==> src/rtl/adder_pkg.sv <==
// Shared helpers for the pipelined ripple-carry adder: stage count and per-stage slice width.
package adder_pkg;

  function automatic int stages(input int width, input int bps);
    return (width + bps - 1) / bps;
  endfunction

  // The final stage takes whatever bits remain, so it may be narrower than bps.
  function automatic int slice_width(input int k, input int width, input int bps);
    int remaining;
    remaining = width - k * bps;
    return (remaining < bps) ? remaining : bps;
  endfunction

endpackage

==> src/rtl/adder_slice.sv <==
// Combinational W-bit ripple of full adders; also exposes the carry entering the slice MSB.
module adder_slice
  import adder_pkg::*;
#(
  parameter int W = 2
) (
  input  logic [W-1:0] a_i,
  input  logic [W-1:0] b_i,
  input  logic         c_i,
  output logic [W-1:0] sum_o,
  output logic         c_o,
  output logic         c_msb_o
);

  logic carry;
  logic carry_msb;

  always_comb begin
    carry     = c_i;
    carry_msb = c_i;
    sum_o     = '0;
    for (int i = 0; i < W; i++) begin
      carry_msb = carry;
      sum_o[i]  = a_i[i] ^ b_i[i] ^ carry;
      carry     = (a_i[i] & b_i[i]) | (carry & (a_i[i] ^ b_i[i]));
    end
    c_o     = carry;
    c_msb_o = carry_msb;
  end

endmodule

==> src/rtl/pipelined_ripple_adder.sv <==
// Ripple-carry adder cut into BITS_PER_STAGE-bit pipeline stages with a valid/ready handshake.
// Define ADDER_OVERFLOW_EN to add the registered signed-overflow output ovf.
module pipelined_ripple_adder
  import adder_pkg::*;
#(
  parameter int WIDTH          = 8,
  parameter int BITS_PER_STAGE = 2
) (
  input  logic             clk,
  input  logic             rst,
  input  logic             in_valid,
  output logic             in_ready,
  input  logic [WIDTH-1:0] a,
  input  logic [WIDTH-1:0] b,
  input  logic             cin,
  output logic             out_valid,
  input  logic             out_ready,
  output logic [WIDTH-1:0] sum,
  output logic             cout
`ifdef ADDER_OVERFLOW_EN
  ,
  output logic             ovf
`endif
);

  localparam int STAGES = stages(WIDTH, BITS_PER_STAGE);

  // The whole pipeline moves as one unit, so a single enable covers every stage.
  logic advance;
  assign advance  = !out_valid || out_ready;
  assign in_ready = advance;

  for (genvar gi = 0; gi < STAGES; gi++) begin : g_stage
    localparam int LO  = gi * BITS_PER_STAGE;
    localparam int SW  = slice_width(gi, WIDTH, BITS_PER_STAGE);
    localparam int HI  = LO + SW;
    localparam int REM = WIDTH - HI;

    logic [SW-1:0] op_a;
    logic [SW-1:0] op_b;
    logic [SW-1:0] slice_sum;
    logic          carry_in;
    logic          carry_out;
    logic          carry_msb;
    logic          valid_in;
    logic [HI-1:0] sum_d;

    logic          valid_q;
    logic          carry_q;
    logic [HI-1:0] sum_q;

    if (gi == 0) begin : g_src
      assign op_a     = a[SW-1:0];
      assign op_b     = b[SW-1:0];
      assign carry_in = cin;
      assign valid_in = in_valid;
      assign sum_d    = slice_sum;
    end else begin : g_src
      // Skew registers of the previous stage hold operand bits [LO..WIDTH-1] shifted down to bit 0.
      assign op_a     = g_stage[gi-1].g_skew.a_q[SW-1:0];
      assign op_b     = g_stage[gi-1].g_skew.b_q[SW-1:0];
      assign carry_in = g_stage[gi-1].carry_q;
      assign valid_in = g_stage[gi-1].valid_q;
      assign sum_d    = {slice_sum, g_stage[gi-1].sum_q};
    end

    adder_slice #(.W(SW)) u_slice (
      .a_i    (op_a),
      .b_i    (op_b),
      .c_i    (carry_in),
      .sum_o  (slice_sum),
      .c_o    (carry_out),
      .c_msb_o(carry_msb)
    );

    // Data registers only load on a real operation so outputs hold through bubbles.
    always_ff @(posedge clk or posedge rst) begin
      if (rst) begin
        valid_q <= 1'b0;
        carry_q <= 1'b0;
        sum_q   <= '0;
      end else if (advance) begin
        valid_q <= valid_in;
        if (valid_in) begin
          carry_q <= carry_out;
          sum_q   <= sum_d;
        end
      end
    end

    if (REM > 0) begin : g_skew
      logic [REM-1:0] a_d;
      logic [REM-1:0] b_d;
      logic [REM-1:0] a_q;
      logic [REM-1:0] b_q;

      if (gi == 0) begin : g_pick
        assign a_d = a[WIDTH-1:HI];
        assign b_d = b[WIDTH-1:HI];
      end else begin : g_pick
        assign a_d = g_stage[gi-1].g_skew.a_q[WIDTH-LO-1:SW];
        assign b_d = g_stage[gi-1].g_skew.b_q[WIDTH-LO-1:SW];
      end

      always_ff @(posedge clk or posedge rst) begin
        if (rst) begin
          a_q <= '0;
          b_q <= '0;
        end else if (advance && valid_in) begin
          a_q <= a_d;
          b_q <= b_d;
        end
      end
    end

`ifdef ADDER_OVERFLOW_EN
    if (gi == STAGES - 1) begin : g_ovf
      logic ovf_q;
      always_ff @(posedge clk or posedge rst) begin
        if (rst) begin
          ovf_q <= 1'b0;
        end else if (advance && valid_in) begin
          ovf_q <= carry_msb ^ carry_out;
        end
      end
    end
`endif
  end

  assign out_valid = g_stage[STAGES-1].valid_q;
  assign sum       = g_stage[STAGES-1].sum_q;
  assign cout      = g_stage[STAGES-1].carry_q;
`ifdef ADDER_OVERFLOW_EN
  assign ovf       = g_stage[STAGES-1].g_ovf.ovf_q;
`endif

endmodule

==> config.mk <==
export PLATFORM = sky130hd
export DESIGN_NAME = pipelined_ripple_adder
export DESIGN_NICKNAME = d
export VERILOG_FILES = /design/src/rtl/adder_pkg.sv /design/src/rtl/adder_slice.sv /design/src/rtl/pipelined_ripple_adder.sv
export SDC_FILE = /design/constraint.sdc
export NUM_CORES = 1
export LEC_CHECK = 0
export CORE_MARGIN = 5
export CORE_UTILIZATION = 40
export CTS_CLUSTER_DIAMETER = 40
export CTS_CLUSTER_SIZE = 28
export DETAILED_ROUTE_END_ITERATION = 10
export GPL_ROUTABILITY_DRIVEN = 0
export PLACE_DENSITY_LB_ADDON = 0.05
export SLEW_MARGIN = 0
export SYNTH_ARGS = -nofsm -noshare
export SYNTH_HDL_FRONTEND = slang
export SYNTH_SLANG_ARGS = --single-unit
==> constraint.sdc <==
create_clock -name clk -period 1.55 [get_ports clk]
set_clock_uncertainty 0.15 [all_clocks]
set_input_delay 0.2325 -clock clk [delete_from_list [all_inputs] [get_ports clk]]
set_output_delay 0.2325 -clock clk [all_outputs]
set_load 0.02 [all_outputs]
==> impl_metrics.py, run 1 <==
metrics = {
    "placed_design": {
        "hpwl_um": 2686,
        "placed_area_um2": 2745,
        "io_buffers": 31,
        "dp_cells": 265,
    },
    "detailed_routing": {
        "antenna_left": 0,
        "wl_per_cell_um": 13.43,
        "firstDrtPassIters": 4,
        "via_per_inst": 4.634,
        "drtIter0Drc": 76,
        "drc": 0,
        "wirelength_um": 3667,
        "vias": 1265,
    },
    "worst_setup_path": {
        "cp_top_family": "adder cells",
        "timing.rr.end": "sum[7]",
        "cp_num_buf_inv": 1,
        "startpoint_type": "flop",
        "critPathArrivalTime_ns": 1.65,
        "cp_max_fo": 2,
        "crit_path_max_incr_delay_ns": 0.49,
        "cp_slowest_cell": "fa_1",
        "crit_chain": "inv_2 -> fa_2 -> fa_1 -> a31oi_1",
        "regToRegSetupSlack_ns": -0.07,
        "ff2ff_path_depth": 4,
        "critPathKind": "reg2reg",
        "reg2reg_from": "g_stage[2].carry_q",
        "crit_required_ns": 1.58,
        "worstSetupEndpointType": "flop",
    },
    "layout": {
        "fill_cells": 483,
        "layoutNonFillerInstCount": 273,
        "diodes": 0,
        "nets": 229,
        "syn2layout_area_growth_pct": 25.47,
        "design_area_um2": 2848,
        "seq_area_um2": 1301,
        "drive_gt1_share_pct": 35.82,
        "multi_input_area_um2": 847.1,
    },
    "global_route": {
        "use_met3_pct": 3.495,
        "grt_util_met2_pct": 17.80,
        "grt.total_usage_pct": 11.18,
        "grt_pass1_wl_um": 6396,
        "busiest_layer": "met2",
        "grt_use_met1_pct": 14.40,
        "antenna_found_initial": 0,
        "grt_pass1_vias": 1358,
        "grt_max_degree": 53,
        "grt-ovfl-total": 0,
    },
    "clocking": {
        "cts_tree": "done",
        "cts_setup_buffers": 0,
        "cts_buffer_depth": 2,
        "worstSkewPairLatency_ns": 0.30,
        "clockRootBuffer": "clkbuf_8",
        "clock_sinks": 52,
        "htreeDepth": 2,
        "ctsHoldBuffers": 0,
        "clkTransAtPathRegs_ns": 0.09,
        "cts_buffers": 5,
    },
    "logic_synthesis": {
        "synth-seq-cells": 52,
        "synth.net_count": 184,
        "netlist_top_cells_area": "dfrtp_1 57%, mux2_4 11%, mux2_2 9.9%, fa_1 7.1%, inv_1 4.1%",
        "yosys_warnings": 0,
        "yosysSeqAreaShare_pct": 57.33,
        "syn_avg_cell_area_um2": 14.64,
        "yosysTopAreaCell": "dfrtp_1",
        "synth_cells": 155,
        "netlist_area_um2": 2270,
        "yosysUniqueCellTypes": 17,
        "netlist.area_leader.share_pct": 57.33,
    },
    "sta": {
        "grt_setup_unrepaired": "true",
        "finalSetupViolCount": 3,
        "fin_ws_ns": -0.06681,
        "finalCriticalPeriod_ns": 1.617,
        "relSlewSlack_pct": 81.30,
        "hold_viol_final": 0,
        "worstMarginPinSlew_ns": 0.2805,
        "finalMaxSlewViolations": 0,
        "clock.fmax_mhz": 618.5,
        "fin_crit_sh_pct": 104.3,
        "fin_tns_setup_ns": -0.1870,
    },
    "outcome": {
        "violations": "negative setup slack",
        "run_status": "finished with violations",
    },
    "die": {
        "die_width_um": 85.33,
        "io_pins": 32,
        "start_util_pct": 41.22,
        "fp.coreArea_um2": 5507,
        "dieArea_um2": 7280,
        "rows": 27,
        "die_height_um": 85.33,
    },
    "pwr": {
        "powerDensity_nw_per_um2": 1911,
        "p_leak_nw": 1.330,
        "peakVddDrop_uv": 843.5,
    },
    "job": {
        "cap_violations": 0,
    },
    "min_path": {
        "hold_class": "in2async",
    },
}
## area by class of cell
type | count | area share, %
flip-flops and latches | 52 | 45.69
multi-input cells | 73 | 29.75
repair buffers | 43 | 14.19
inverters | 25 | 3.427
well taps | 72 | 3.163
clock buffers | 6 | 2.548
clock inverters | 2 | 1.230
## flip-flops by register name, summed over array words and instances (netlist names)
register	flops
g_stage.sum_q	12
cout	1
out_valid	1
sum	8
g_stage.carry_q	3
g_stage.g_skew.a_q	12
g_stage.g_skew.b_q	12
g_stage.valid_q	3
## power by group
part / internal [mW] / switching (mW) / total (mW)
clock network: 0.479 / 0.426 / 0.906
registers: 1.97 / 0.345 / 2.31
logic: 1.23 / 0.992 / 2.23
## cells by family after synthesis
kind of cell	share of synthesized area [%]
AOI/OAI and AO/OA	4.631
and+or+nand+nor	2.315
buffers and inverters	6.394
muxes	22.27
DFF	57.33
adders and majority gates	7.056
## worst max path at each step
stage / depth (start not counted) / from / to / slack [ns]
2_1_floorplan: 4 / g_stage[2].carry_q / sum[7] / -0.02
3_3_place_gp: 5 / a[0] / g_stage[0].sum_q[1] / -0.43
3_5_place_dp: 5 / a[0] / g_stage[0].sum_q[1] / -0.48
4_1_cts: 4 / g_stage[0].carry_q / g_stage[1].sum_q[3] / -0.08
5_1_grt: 4 / g_stage[0].carry_q / g_stage[1].sum_q[3] / -0.11
6_report: 4 / g_stage[2].carry_q / sum[7] / -0.07
## cell usage after synthesis
cell	n
nand2b_4	1
mux2_2	20
nand2_1	1
a21oi_1	8
a31oi_1	8
dfrtp_1	52
fa_1	8
clkbuf_1	1
o21ai_0	3
buf_6	2
inv_1	25
mux2_4	16
nand2_2	2
buf_2	1
buf_12	1
mux2i_1	4
nand2_4	2
## layout by cell type, fill, tap and decap left out, drive strengths merged
cell type      synthesis  final
dlygate4sd2            0     13
buf                    4     13
a31oi                  8      8
clkbuf                 1      6
nand2                  5      5
clkdlybuf4s50          0     17
clkinvlp               0      1
dfrtp                 52     52
fa                     8      8
clkinv                 0      1
o21ai                  3      3
nand2b                 1      1
bufinv                 0      1
inv                   25     24
mux2                  36     36
mux2i                  4      4
a21oi                  8      8
## routing by layer
| layer | vias to the layer above | wire (um) |
|---|---|---|
| li1 | 603 | - |
| met1 | 632 | 1614 |
| met2 | 25 | 1824 |
| met3 | 5 | 169 |
| met4 | 0 | 58 |
| met5 | - | 0 |
## metrics by stage
| step | worst slack, ns | power (mW) | utilization [%] | hold WS (ns) |
|---|---|---|---|---|
| floorplan | -0.01879 | 3.838 | - | 0.1376 |
| global placement | -0.4291 | 4.574 | 49.85 | 0.3351 |
| detailed placement | -0.4797 | 4.701 | 49.85 | 0.3444 |
| CTS | -0.07530 | 5.522 | 51.47 | 0.2060 |
| global route | -0.1149 | 5.858 | 51.72 | 0.1986 |
| finish | -0.06681 | 5.441 | 51.72 | 0.1822 |
## timing repair
item / CTS / global route
gates resized for setup: 23 / 3
setup endpoints to repair: 20 / 17
pin swaps: 4 / 1
## worst reg2reg max path: stages (launching register included)
cell and delay (ns):
dfrtp_1 0.35, inv_2 0.05, fa_2 0.39, fa_1 0.49, a31oi_1 0.08
No activity file was read; power rests on OpenSTA's default activity.
==> inputs of run 2 (changes only) <==
--- a/config.mk
+++ b/config.mk
@@ -10,9 +10,9 @@
 export CTS_CLUSTER_DIAMETER = 40
 export CTS_CLUSTER_SIZE = 28
 export DETAILED_ROUTE_END_ITERATION = 10
-export GPL_ROUTABILITY_DRIVEN = 0
 export PLACE_DENSITY_LB_ADDON = 0.05
 export SLEW_MARGIN = 0
 export SYNTH_ARGS = -nofsm -noshare
 export SYNTH_HDL_FRONTEND = slang
+export SYNTH_HIERARCHICAL = 1
 export SYNTH_SLANG_ARGS = --single-unit
==> run 2 against run 1 <==
Net effect: the run still ends with negative setup slack left; design area shrank 1.2%; synthesized cell count fell by 19%; utilization is 0.64 points lower; wire length is 6.8% lower; total power is essentially flat; critical path depth decreased by 1; global-route usage shrank 1.5 points; clock power fell by 16%; clock-buffer cell count shrank 1; register-to-register slack lost 0.16 ns; sequential share of layout area rose by 0.61 points; synthesized area grew 0.44%; critical endpoint is now g_stage[2].sum_q[5]; largest cell class unchanged.
==> impl_metrics.py, run 2 <==
metrics = {
    "layout": {
        "largestRegisters": "g_stage.g_skew.a_q (12), g_stage.g_skew.b_q (12), g_stage.sum_q (12)",
        "layoutNonFillerInstCount": 243,
        "final_cell_mix": "51 x dfrtp_1, 28 x mux2_4, 20 x mux2_2",
        "syn2layout_area_growth_pct": 23.38,
        "drive_gt1_share_pct": 47.95,
        "final_util_pct": 51.08,
        "design_area_um2": 2813,
        "layout_commonest_cell": "dfrtp_1",
        "nets": 199,
        "diodes": 0,
    },
    "worst_setup_path": {
        "cp_num_buf_inv": 0,
        "critPathKind": "reg2reg",
        "worstSetupEndpointType": "flop",
        "cp_slowest_cell": "dfrtp_1",
        "ff2ff_path_depth": 3,
        "crit_required_ns": 1.59,
        "crit_end": "g_stage[2].sum_q[5]",
        "cp-startpoint": "g_stage[1].g_skew.a_q[0]",
        "cp.depth": 3,
        "timing.critical_path.mode_cell": "fa_2",
        "regToRegSetupSlack_ns": -0.23,
        "crit_path_max_incr_delay_ns": 0.42,
        "startpoint_type": "flop",
        "critPathArrivalTime_ns": 1.82,
        "reg2reg_from": "g_stage[1].g_skew.a_q[0]",
        "crit_chain": "fa_2 -> fa_2 -> mux2_2",
        "cp_top_family": "adder cells",
        "cp_max_fo": 2,
        "timing.rr.end": "g_stage[2].sum_q[5]",
    },
    "logic_synthesis": {
        "syn_avg_cell_area_um2": 18.24,
        "yosysSeqAreaShare_pct": 57.08,
        "synth-async-reset-ratio_pct": 100.0,
        "yosys_warnings": 6,
        "netlist_area_um2": 2280,
        "yosysUniqueCellTypes": 13,
        "synth_cells": 125,
        "yosysTopAreaCell": "dfrtp_1",
        "yosys-top-cells-count": "52 x dfrtp_1, 27 x mux2_4, 21 x mux2_2, 8 x fa_1, 6 x nand2_1",
        "synth_most_common_cell": "dfrtp_1",
        "netlist.area_leader.share_pct": 57.08,
        "synth-edff-count": 0,
        "synth.net_count": 154,
        "netlist_top_cells_area": "dfrtp_1 57%, mux2_4 18%, mux2_2 10%, fa_1 7.0%, buf_12 2.6%",
        "ys.flop_type": "dfrtp_1",
        "synth-seq-cells": 52,
    },
    "clocking": {
        "htreeDepth": 2,
        "worstSkewPairLatency_ns": 0.30,
        "cts_tree": "done",
        "cts_buffers": 5,
        "cts_buffer_depth": 2,
        "clockRootBuffer": "clkbuf_8",
        "clkTransAtPathRegs_ns": 0.09,
        "clock_sinks": 52,
        "ctsHoldBuffers": 0,
    },
    "detailed_routing": {
        "wl_per_cell_um": 14.07,
        "top_layer_used": "met4",
        "wirelength_um": 3419,
        "firstDrtPassIters": 2,
        "vias": 1109,
        "wl_met3_um": 168,
        "drc": 0,
        "drtIter0Drc": 21,
        "met2_length_um": 1648,
        "antenna_left": 0,
        "drt-met1-wl_um": 1547,
        "via_per_inst": 4.564,
    },
    "pwr": {
        "power.switching_mw": 1.716,
        "powerDensity_nw_per_um2": 1935,
        "peakVddDrop_uv": 714.5,
        "p_clk_share_pct": 14.0,
        "p_int_mw": 3.728,
        "pwr-share-comb_pct": 42.0,
        "switching_share_pct": 31.52,
        "power_mw": 5.443,
        "pwr-share-seq_pct": 43.9,
        "p_leak_nw": 1.279,
    },
    "sta": {
        "hold_viol_final": 0,
        "clock.fmax_mhz": 563.2,
        "worstMarginPinSlew_ns": 0.2821,
        "fin_crit_sh_pct": 114.6,
        "grt_setup_unrepaired": "true",
        "relSlewSlack_pct": 81.19,
        "fin_ws_ns": -0.2256,
        "finalMaxSlewViolations": 0,
        "finalSetupViolCount": 6,
        "finalCriticalPeriod_ns": 1.776,
    },
    "outcome": {
        "violations": "negative setup slack",
        "run_status": "finished with violations",
    },
    "die": {
        "io_pins": 32,
        "start_util_pct": 41.40,
        "die_width_um": 85.50,
        "rows": 27,
        "die_height_um": 85.50,
        "fp.coreArea_um2": 5507,
        "dieArea_um2": 7309,
    },
    "placed_design": {
        "dp_cells": 232,
        "placed_area_um2": 2708,
        "hpwl_um": 2429,
        "routabilityCongestion": 0.7062,
        "io_buffers": 31,
        "pre_cts_ws_ns": -0.5009,
    },
    "global_route": {
        "grt.total_usage_pct": 9.701,
        "grt-ovfl-total": 0,
        "grt_pass1_vias": 1132,
        "grt_pass1_wl_um": 5533,
        "grt_max_degree": 53,
        "antenna_found_initial": 0,
    },
    "min_path": {
        "hold_class": "in2async",
    },
    "job": {
        "cap_violations": 0,
    },
}
-- run 2: how the worst min path moves through the flow --
stage / start / endpoint / depth (start not counted)
finish: rst / sum[5] / 3
global route: rst / cout / 3
CTS: rst / cout / 3
detailed placement: g_stage[1].g_skew.a_q[3] / g_stage[2].g_skew.a_q[1] / 1
global placement: sum[1] / sum[1] / 1
floorplan: rst / cout / 1
-- run 2: cell type report --
cell class / count / area [um^2]
Sequential cell: 52 / 1303
Timing Repair Buffer: 40 / 372.9
Clock buffer: 5 / 68.82
Clock inverter: 3 / 23.77
Tap cell: 72 / 90.09
Fill cell: 480 / 2694
Inverter: 2 / 18.77
Multi-Input combinational cell: 69 / 935.9
-- run 2: layer usage --
layer	up-vias	global-route usage, %
met2	23	14.62
met4	0	3.453
met1	561	13.07
li1	520	-
met3	5	3.266
met5	-	0
-- run 2: repair_timing --
action	4_1_cts	5_1_grt
cloned	0	1
gates resized for setup	17	2
buffers inserted	2	0
setup endpoints to repair	21	13
pin swaps	2	2
-- run 2: metrics by stage --
stage | hold WS, ns | TNS [ns]
6_report | 0.1923 | -0.9236
5_1_grt | 0.2054 | -1.085
4_1_cts | 0.1962 | -0.9264
3_5_place_dp | 0.3410 | -11.29
3_3_place_gp | 0.3367 | -10.27
2_1_floorplan | 0.1375 | -0.5630
-- run 2: cells by family (layout without fill, tap and decap cells) --
group	Yosys count	in the layout	synth area share [%]
adders and majority gates	8	8	7.025
DFF	52	52	57.08
muxes	48	48	28.16
buffers and inverters	5	50	3.293
and+or+nand+nor	12	13	4.446
-- run 2: power by group through the flow --
stage / combinational [mW] / clock, mW / sequential, mW
after floorplan: 1.60 / 0 / 2.49
final: 2.29 / 0.765 / 2.39
after CTS: 2.31 / 0.802 / 2.41
after global routing: 2.48 / 0.852 / 2.48
after detailed placement: 2.36 / 0 / 2.44
after global placement: 2.31 / 0 / 2.40
-- run 2: worst reg2reg max path: cells and delay by family (launching register included) --
family / cells / cell delay, ns
flops: 1 / 0.42
mux: 1 / 0.27
fa+ha+maj: 2 / 0.83
==> variant, RTL diff (settings of run 2) <==
Change the parameter `WIDTH` from 8 to 12.
--- a/src/rtl/pipelined_ripple_adder.sv
+++ b/src/rtl/pipelined_ripple_adder.sv
@@ -3,7 +3,7 @@
 module pipelined_ripple_adder
   import adder_pkg::*;
 #(
-  parameter int WIDTH          = 8,
+  parameter int WIDTH          = 12,
   parameter int BITS_PER_STAGE = 2
 ) (
   input  logic             clk,
Ports: changed (resized a, b and sum); port bits go from 32 to 44. The function was not compared with the original's and may differ.
==> variant against run 2 <==
- the run still ends with negative setup slack left
- cell count up 120%
- area after synthesis grew 120%
- clock power increased to 5.5 times the old value
- sequential cell count grew 62
- wire length grew 150%
- worst setup slack better by 0.0011 ns
- cell area increased by 140%
- total power rose to 2.8 times the old value
- die area is 100% higher
- largest power group is now combinational cells
==> variant: results (changes against run 2) <==
metric	value	unit	change
status	finished with violations		unchanged
synth_cell_types	12		was 13
power.switching	4.29	mW	was 1.72 mW
power_density	2290	nW/um^2	was 1940 nW/um^2
layout-drive-gt1-share	54.4	%	was 48.0%
multi_input_area_share	32.6	%	was 33.3%
pg_seq	5.49	mW	was 2.39 mW
buf_share	11.8	%	was 13.3%
post-route-worst-setup-slack	-0.225	ns	was -0.226 ns
p_total	15.3	mW	was 5.44 mW
comb_power_share	36.8	%	was 42.0%
utilization	55.3	%	was 51.1%
n_all_buffers	76		was 40
dpl_cell_area	5680	um^2	was 2710 um^2
largest_registers	g_stage.g_skew.a_q (30), g_stage.g_skew.b_q (30), g_stage.sum_q (30)		was g_stage.g_skew.a_q (12), g_stage.g_skew.b_q (12), g_stage.sum_q (12)
hp-class	in2reg		was in2async
drt_iter0_drc	102		was 21
tns	-1.47	ns	was -0.924 ns
violations	negative setup slack		unchanged
hold_ws	0.157	ns	was 0.192 ns
sh_seq_area	42.6	%	was 46.3%
htreeDepth	4		was 2
port_buffers	43		was 31
yosysSeqAreaShare	57.2	%	was 57.1%
wl_per_cell	15.7	um	was 14.1 um
finalSetupViolCount	10		was 6
## variant: cell types whose count changed in the layout (fill, tap and decap cells not counted), moves of 4 or more
cell             delta
clkinv_2            +5
dfrtp_1            +62
clkbuf_16          +17
mux2_4             +63
buf_6               +4
nand2_1             +4
buf_4              +13
buf_12              +4
fa_2                +4
bufinv_16           +5
clkdlybuf4s50_1     +8
nand2_8            +10
## variant: layer usage
layer | track usage (%) | up-vias | wire length (um)
met5 | 0 | - | 0
met4 | 5.46 | 0 | 129
met3 | 5.66 | 10 | 357
met2 | 16.8 | 54 | 3930
met1 | 16.6 | 1173 | 4100
li1 | - | 1147 | -
## variant: timing repair
item / in CTS / in global routing
hold endpoints to repair: 1 / 0
gates resized for setup: 30 / 22
endpoints found under the setup margin: 55 / 91
cloned: 3 / 9
buffers inserted: 5 / 6
pin swaps: 7 / 3
hold buffers: 1 / 0
